==> config.mk <==
export PLATFORM = sky130hd
export DESIGN_NAME = serial_add_sub
export DESIGN_NICKNAME = d
export VERILOG_FILES = /design/src/rtl/serial_add_sub.sv
export SDC_FILE = /design/constraint.sdc
export NUM_CORES = 1
export LEC_CHECK = 0
export BUFFER_PORTS_ARGS = -buffer_cell sky130_fd_sc_hd__buf_2
export CELL_PAD_IN_SITES_DETAIL_PLACEMENT = 1
export CELL_PAD_IN_SITES_GLOBAL_PLACEMENT = 1
export CORE_MARGIN = 2
export CORE_UTILIZATION = 40
export CTS_CLUSTER_DIAMETER = 60
export DETAILED_ROUTE_END_ITERATION = 8
export PLACE_DENSITY_LB_ADDON = 0.1
export SYNTH_ARGS = -nofsm -noshare
export SYNTH_HDL_FRONTEND = slang
export SYNTH_SLANG_ARGS = --single-unit
==> constraint.sdc <==
create_clock -name clk -period 2.5 [get_ports clk]
set_clock_uncertainty 0.05 [all_clocks]
set_input_delay 0.5 -clock clk [delete_from_list [all_inputs] [get_ports clk]]
set_output_delay 0.5 -clock clk [all_outputs]
set_load 0.005 [all_outputs]
==> src/rtl/serial_add_sub.sv <==
// serial_add_sub: bit-serial adder/subtractor built around one full-adder cell.
// Operands are captured on start and processed LSB first, one bit per clock.
// The result, carry-out and signed overflow are registered and held until the
// next completion; done pulses for one cycle when they update.
module serial_add_sub #(
  parameter int WIDTH = 8
) (
  input  logic             clk,
  input  logic             rst,
  input  logic             start,
  input  logic             sub,
  input  logic [WIDTH-1:0] a,
  input  logic [WIDTH-1:0] b,
  input  logic             cin,
  output logic             busy,
  output logic             done,
  output logic [WIDTH-1:0] s,
  output logic             co,
  output logic             ovf
);

  // Counter needs at least one bit even when WIDTH is 1.
  localparam int CW = (WIDTH > 1) ? $clog2(WIDTH) : 1;

  typedef enum logic {
    IDLE = 1'b0,
    RUN  = 1'b1
  } state_t;

  state_t           state_q, state_d;
  logic [WIDTH-1:0] ra_q, ra_d;
  logic [WIDTH-1:0] rb_q, rb_d;
  logic [WIDTH-1:0] res_q, res_d;
  logic [WIDTH-1:0] s_q, s_d;
  logic [CW-1:0]    cnt_q, cnt_d;
  logic             carry_q, carry_d;
  logic             busy_q, busy_d;
  logic             done_q, done_d;
  logic             co_q, co_d;
  logic             ovf_q, ovf_d;

  logic             sum_bit_s;
  logic             carry_next_s;
  logic             last_step_s;
  logic [WIDTH-1:0] res_shift_s;

  // Carry of a full adder: majority of its three inputs.
  function automatic logic maj3(input logic x, input logic y, input logic z);
    return (x & y) | (x & z) | (y & z);
  endfunction

  // Full-adder cell on the current LSBs plus the result shifted in from the MSB end.
  always_comb begin
    sum_bit_s              = ra_q[0] ^ rb_q[0] ^ carry_q;
    carry_next_s           = maj3(ra_q[0], rb_q[0], carry_q);
    last_step_s            = (cnt_q == CW'(WIDTH - 1));
    res_shift_s            = res_q >> 1;
    res_shift_s[WIDTH-1]   = sum_bit_s;
  end

  // Next-state and output logic: accept in IDLE, shift one bit per RUN edge, publish on the last step.
  always_comb begin
    state_d = state_q;
    ra_d    = ra_q;
    rb_d    = rb_q;
    res_d   = res_q;
    cnt_d   = cnt_q;
    carry_d = carry_q;
    s_d     = s_q;
    co_d    = co_q;
    ovf_d   = ovf_q;
    busy_d  = 1'b0;
    done_d  = 1'b0;
    case (state_q)
      IDLE: begin
        if (start) begin
          // Subtraction is a + ~b + 1; the forced carry supplies the +1.
          ra_d    = a;
          rb_d    = sub ? ~b : b;
          carry_d = sub ? 1'b1 : cin;
          res_d   = {WIDTH{1'b0}};
          cnt_d   = {CW{1'b0}};
          state_d = RUN;
          busy_d  = 1'b1;
        end else begin
          state_d = IDLE;
          busy_d  = 1'b0;
        end
      end
      RUN: begin
        ra_d    = ra_q >> 1;
        rb_d    = rb_q >> 1;
        carry_d = carry_next_s;
        res_d   = res_shift_s;
        cnt_d   = cnt_q + CW'(1);
        if (last_step_s) begin
          // carry_q is the carry into the MSB here, so overflow is its xor with carry-out.
          s_d     = res_shift_s;
          co_d    = carry_next_s;
          ovf_d   = carry_q ^ carry_next_s;
          done_d  = 1'b1;
          state_d = IDLE;
          busy_d  = 1'b0;
        end else begin
          state_d = RUN;
          busy_d  = 1'b1;
        end
      end
      default: begin
        state_d = IDLE;
        busy_d  = 1'b0;
      end
    endcase
  end

  // State and datapath registers with synchronous reset that overrides start.
  always_ff @(posedge clk) begin
    if (rst) begin
      state_q <= IDLE;
      ra_q    <= {WIDTH{1'b0}};
      rb_q    <= {WIDTH{1'b0}};
      res_q   <= {WIDTH{1'b0}};
      s_q     <= {WIDTH{1'b0}};
      cnt_q   <= {CW{1'b0}};
      carry_q <= 1'b0;
      busy_q  <= 1'b0;
      done_q  <= 1'b0;
      co_q    <= 1'b0;
      ovf_q   <= 1'b0;
    end else begin
      state_q <= state_d;
      ra_q    <= ra_d;
      rb_q    <= rb_d;
      res_q   <= res_d;
      s_q     <= s_d;
      cnt_q   <= cnt_d;
      carry_q <= carry_d;
      busy_q  <= busy_d;
      done_q  <= done_d;
      co_q    <= co_d;
      ovf_q   <= ovf_d;
    end
  end

  assign busy = busy_q;
  assign done = done_q;
  assign s    = s_q;
  assign co   = co_q;
  assign ovf  = ovf_q;

endmodule

Word-level counts from Yosys, hierarchy flattened
Index checks and enable logic that the tools add are counted.
{"block": "word_totals", "regBits": 40, "inputBits": 21, "out_inout_bits": 12, "elab_cells": 41}
{"block": "op_classes", "add_sub_neg": 1, "eq_ne": 2, "mux": 16, "bitwise_logic": 10, "n_reduce_logical": 2}
{"operator": "$pmux 8 s2", "n": 3}
{"operator": "$mux 8", "n": 4}
{"operator": "$not 8->8", "n": 1}
{"operator": "$pmux 3 s2", "n": 1}
{"operator": "$mux 1", "n": 5}
{"operator": "$pmux 1 s2", "n": 2}
{"operator": "$add 3x1->3 const B", "n": 1}
{"operator": "$and 1x1->1", "n": 3}
{"operator": "$eq 3x3->1 const B", "n": 1}
{"operator": "$mux 3", "n": 1}
{"operator": "$xor 1x1->1", "n": 3}
{"operator": "$ne 2x2->1 const B", "n": 1}
{"operator": "$or 1x1->1", "n": 2}
{"operator": "$reduce_and 2->1", "n": 1}
{"operator": "$reduce_or 2->1", "n": 1}
{"operator": "$not 1->1", "n": 1}

Depth between registers and ports, before layout
{"block": "depth", "depth_word": 4, "depth_mapped": 5, "depth_no_buf": 4}

Least setup slack after synthesis
Ideal clock, no wire load.
{"block": "synth_path", "kind": "register to register", "from": "register cnt_q[0]", "to": "register ovf_q (netlist: ovf)", "setup_ps": 91, "t_arrival_ps": 1209, "required_ps": 2359, "path_slack_ps": 1150, "path_stages_with_launch": 6, "path_buffers": 1, "synth_period_minus_slack_ps": 1350, "path_cell_list": "dfxtp_1 ha_1 ha_1 clkbuf_1 a21oi_1 a311oi_1"}
{"block": "synth_between", "elab_chain_cells": 2}
{"element": "from (decl)", "line_no": "35", "rtl": "logic [CW-1:0] cnt_q, cnt_d;"}
{"element": "from (signal assigned)", "line_no": "124", "rtl": "cnt_q <= {CW{1'b0}};"}
{"element": "from (signal assigned)", "line_no": "136", "rtl": "cnt_q <= cnt_d;"}
{"element": "$eq 3x3->1", "line_no": "56", "rtl": "last_step_s = (cnt_q == CW'(WIDTH - 1));"}
{"element": "via last_step_s", "line_no": "44", "rtl": "logic last_step_s;"}
{"element": "$reduce_and 2->1 (no source line)"}
{"element": "to (signal assigned)", "line_no": "141", "rtl": "ovf_q <= ovf_d;"}
{"element": "to (decl)", "line_no": "40", "rtl": "logic ovf_q, ovf_d;"}
The timed path passes the listed nets, and every way through them passes these cells.
A chain may end at the register's enable or synchronous reset.

Final worst setup path
{"block": "layout_path", "from": "register busy_q (netlist: busy)", "to": "output port busy"}
{"element": "from (decl)", "line_no": "37", "rtl": "logic busy_q, busy_d;"}
{"element": "from (signal assigned)", "line_no": "138", "rtl": "busy_q <= busy_d;"}
{"element": "to (decl)", "line_no": "15", "rtl": "output logic busy,"}
No word-level cell between the ends.

==> flow_summary.toml <==
[timing]
slew_violations = 0
holdWs_ns = 0.423
setup_viol = 0
finalCritPeriodShare_pct = 67.8
clock.fmax_ghz = 0.590
maxSlewHeadroom_pct = 45.5
finalCriticalPeriod_ns = 1.69
hold_viol_final = 0
rsz0062_at_grt = "no"
finalSetupTns_ns = 0
tightest_slew_ns = 0.817

[floorplanning]
initial_core_util_pct = 41.5
rows = 24
pin_count = 33
coreArea_um2 = 4350
die_x_um = 71.2
die_area_um2 = 5070
die_h_um = 71.2

[routing]
wl_per_cell_um = 14.8
firstDrtPassIters = 4
routed_wirelength_um = 3870
drc = 0
drt-vias-per-instance = 5.51
drtIter0Drc = 108
num_vias = 1444
ant_nets = 0

[setup_path]
crit_family = "flip-flops"
crit_required_ns = 1.95
cp.arrival_ns = 1.14
worstPathMaxFanout = 32
max_stage_delay_ns = 0.65
cp-start-kind = "flop"
critical_path_class = "flop to output pin"
endpoint_kind = "output pin"
path_cells = "buf_2"
critical-path-slowest-cell = "dfxtp_2"
reg2reg_slack_ns = 0.90
critical_path_buf_inv_count = 1

[pwr]
combPwrFrac_pct = 10.2
irDropWorstVdd_v = 0.000253
power_density_nw_per_um2 = 653
power_frac_seq_pct = 50.2
switchingPower_mw = 0.315
switching_share_pct = 23.3
pwr-share-clk_pct = 39.6
p_int_mw = 1.04
total_leakage_power_nw = 0.799

[place]
routabilityCongestion = 0.690
dp_hpwl_um = 2560
numPortBuffers = 32
dpl.cell_count = 254

[synthesis]
synth_fp_nets = 210
synth_top_cell_by_area = "dfxtp_1"
avgSynthCellArea_um2 = 9.72
syn-instance-count = 186
synth-seq-cells = 39
synth.distinct_cells = 28
ys_seq_area_share_pct = 43.2
synth_area_um2 = 1810
ys_warn_count = 0
synth_top_area_share_pct = 43.2
synth.area.top_cells = "dfxtp_1 (43%), a21oi_1 (5.8%), or3b_1 (5.3%)"

[outcome]
status = "finished clean"

[cells_and_area]
drive_gt1_share_pct = 25.7
antenna_cells = 0
fin_nets = 233
fin_util_pct = 47.4
areaGrowthSynthToFinish_pct = 14.3
fillers = 507
stdcell_count = 262

[job]
max-cap-violations = 0

[clocking]
htreeDepth = 2
clock_latency_ns = 0.28
cts_root_buf = "clkbuf_8"
clkTransAtPathRegs_ns = 0.08
clk_path_buf_depth = 2
cts_hold_buf = 0
cts_tree = "built"
ctsResizeCount = 0
postCtsSetupBuffers = 0
cts_made_buffers = 5
cts_num_sinks = 39

[global_route]
antenna_found_initial = 0
track_usage_pct = 16.3
grt_pass1_vias = 1472
overflow = 0
grt_pass1_wl_um = 6780
grt_max_degree = 49

[min_path]
worst_hold_path_type = "flop to flop"
==> cells in the mapped netlist (all sizes together) <==
cell type / count
a311oi: 1
ha: 2
nand2b: 3
inv: 1
or4b: 7
nor3: 1
nor2: 3
or3b: 11
fa: 1
xnor2: 9
nor2b: 7
a2111oi: 1
a21oi: 21
o41ai: 1
nor3b: 1
dfxtp: 39
nand3b: 1
buf: 13
a21bo: 9
o221ai: 7
clkbuf: 6
nand2: 17
mux2i: 8
nand3: 9
a211oi: 7
==> path summary, 6_finish.rpt <==
kind	startpoint	to	depth (start not counted)
setup / recovery	busy$_SDFF_PP0_	busy	1
hold / removal	res_q[5]$_SDFFE_PP0P_	res_q[4]$_SDFFE_PP0P_	2
setup reg to reg	cnt_q[0]$_SDFFE_PP0P_	s[1]$_SDFFE_PP0P_	5
hold reg to reg	res_q[5]$_SDFFE_PP0P_	res_q[4]$_SDFFE_PP0P_	2
==> placed cells by master (no fill, tap or decap), drive strengths merged, types with 6 or more instances in the layout <==
cell and instances:
dfxtp 39, buf 35, a21oi 21, nand2 17, or3b 11, xnor2 9
nand3 9, a21bo 9, mux2i 8, nor2b 7, a211oi 7, or4b 7
o221ai 7, clkbuf 6
==> metal layers <==
metal | vias up | part of all wire [%] | track usage (%)
met5 | - | 0 | 0
met1 | 700 | 46 | 21.6
met4 | 0 | 0.21 | 3.77
met2 | 26 | 50 | 27.3
met3 | 2 | 3.6 | 3.80
li1 | 716 | - | -
==> cells by family after synthesis <==
group	share of synthesized area (%)
XOR/XNOR	4.36
AO/OA/AOI/OAI	18.9
flip-flops	43.2
AND/OR/NAND/NOR	20.4
buffers and inverters	6.23
adder cells (fa/ha/maj)	2.49
multiplexers	4.43
==> final cells by class <==
type	instances	area [um^2]	share of cell area, %
multi-input cells	127	915	44.3
repair buffers	35	183	8.84
clock inverters	2	35.0	1.70
clock buffers	6	82.6	4.00
well taps	52	65.1	3.15
inverters	1	3.75	0.182
flip-flops and latches	39	782	37.9
==> state kept, by name, indices dropped and copies added (netlist names) <==
register,cells
ra_q,8
rb_q,8
cnt_q,3
res_q,7
carry_q,1
ovf,1
done,1
co,1
s,8
busy,1
==> power groups by stage <==
stage / clock network (mW) / logic, mW / registers [mW]
floorplan: 0 / 0.114 / 0.677
global placement: 0 / 0.131 / 0.688
detailed placement: 0 / 0.138 / 0.692
CTS: 0.556 / 0.139 / 0.678
global route: 0.582 / 0.154 / 0.682
finish: 0.535 / 0.137 / 0.677
==> metrics by stage <==
step           worst slack, ns  cell area [um^2]  total power [mW]
3_3_place_gp             0.682              1950             0.819
3_5_place_dp             0.603              1950             0.830
6_report                 0.806              2070              1.35
2_1_floorplan             1.15              1810             0.791
5_1_grt                  0.741              2070              1.42
4_1_cts                  0.788              2070              1.37
Note: power is estimated with default switching activity, not from simulation.
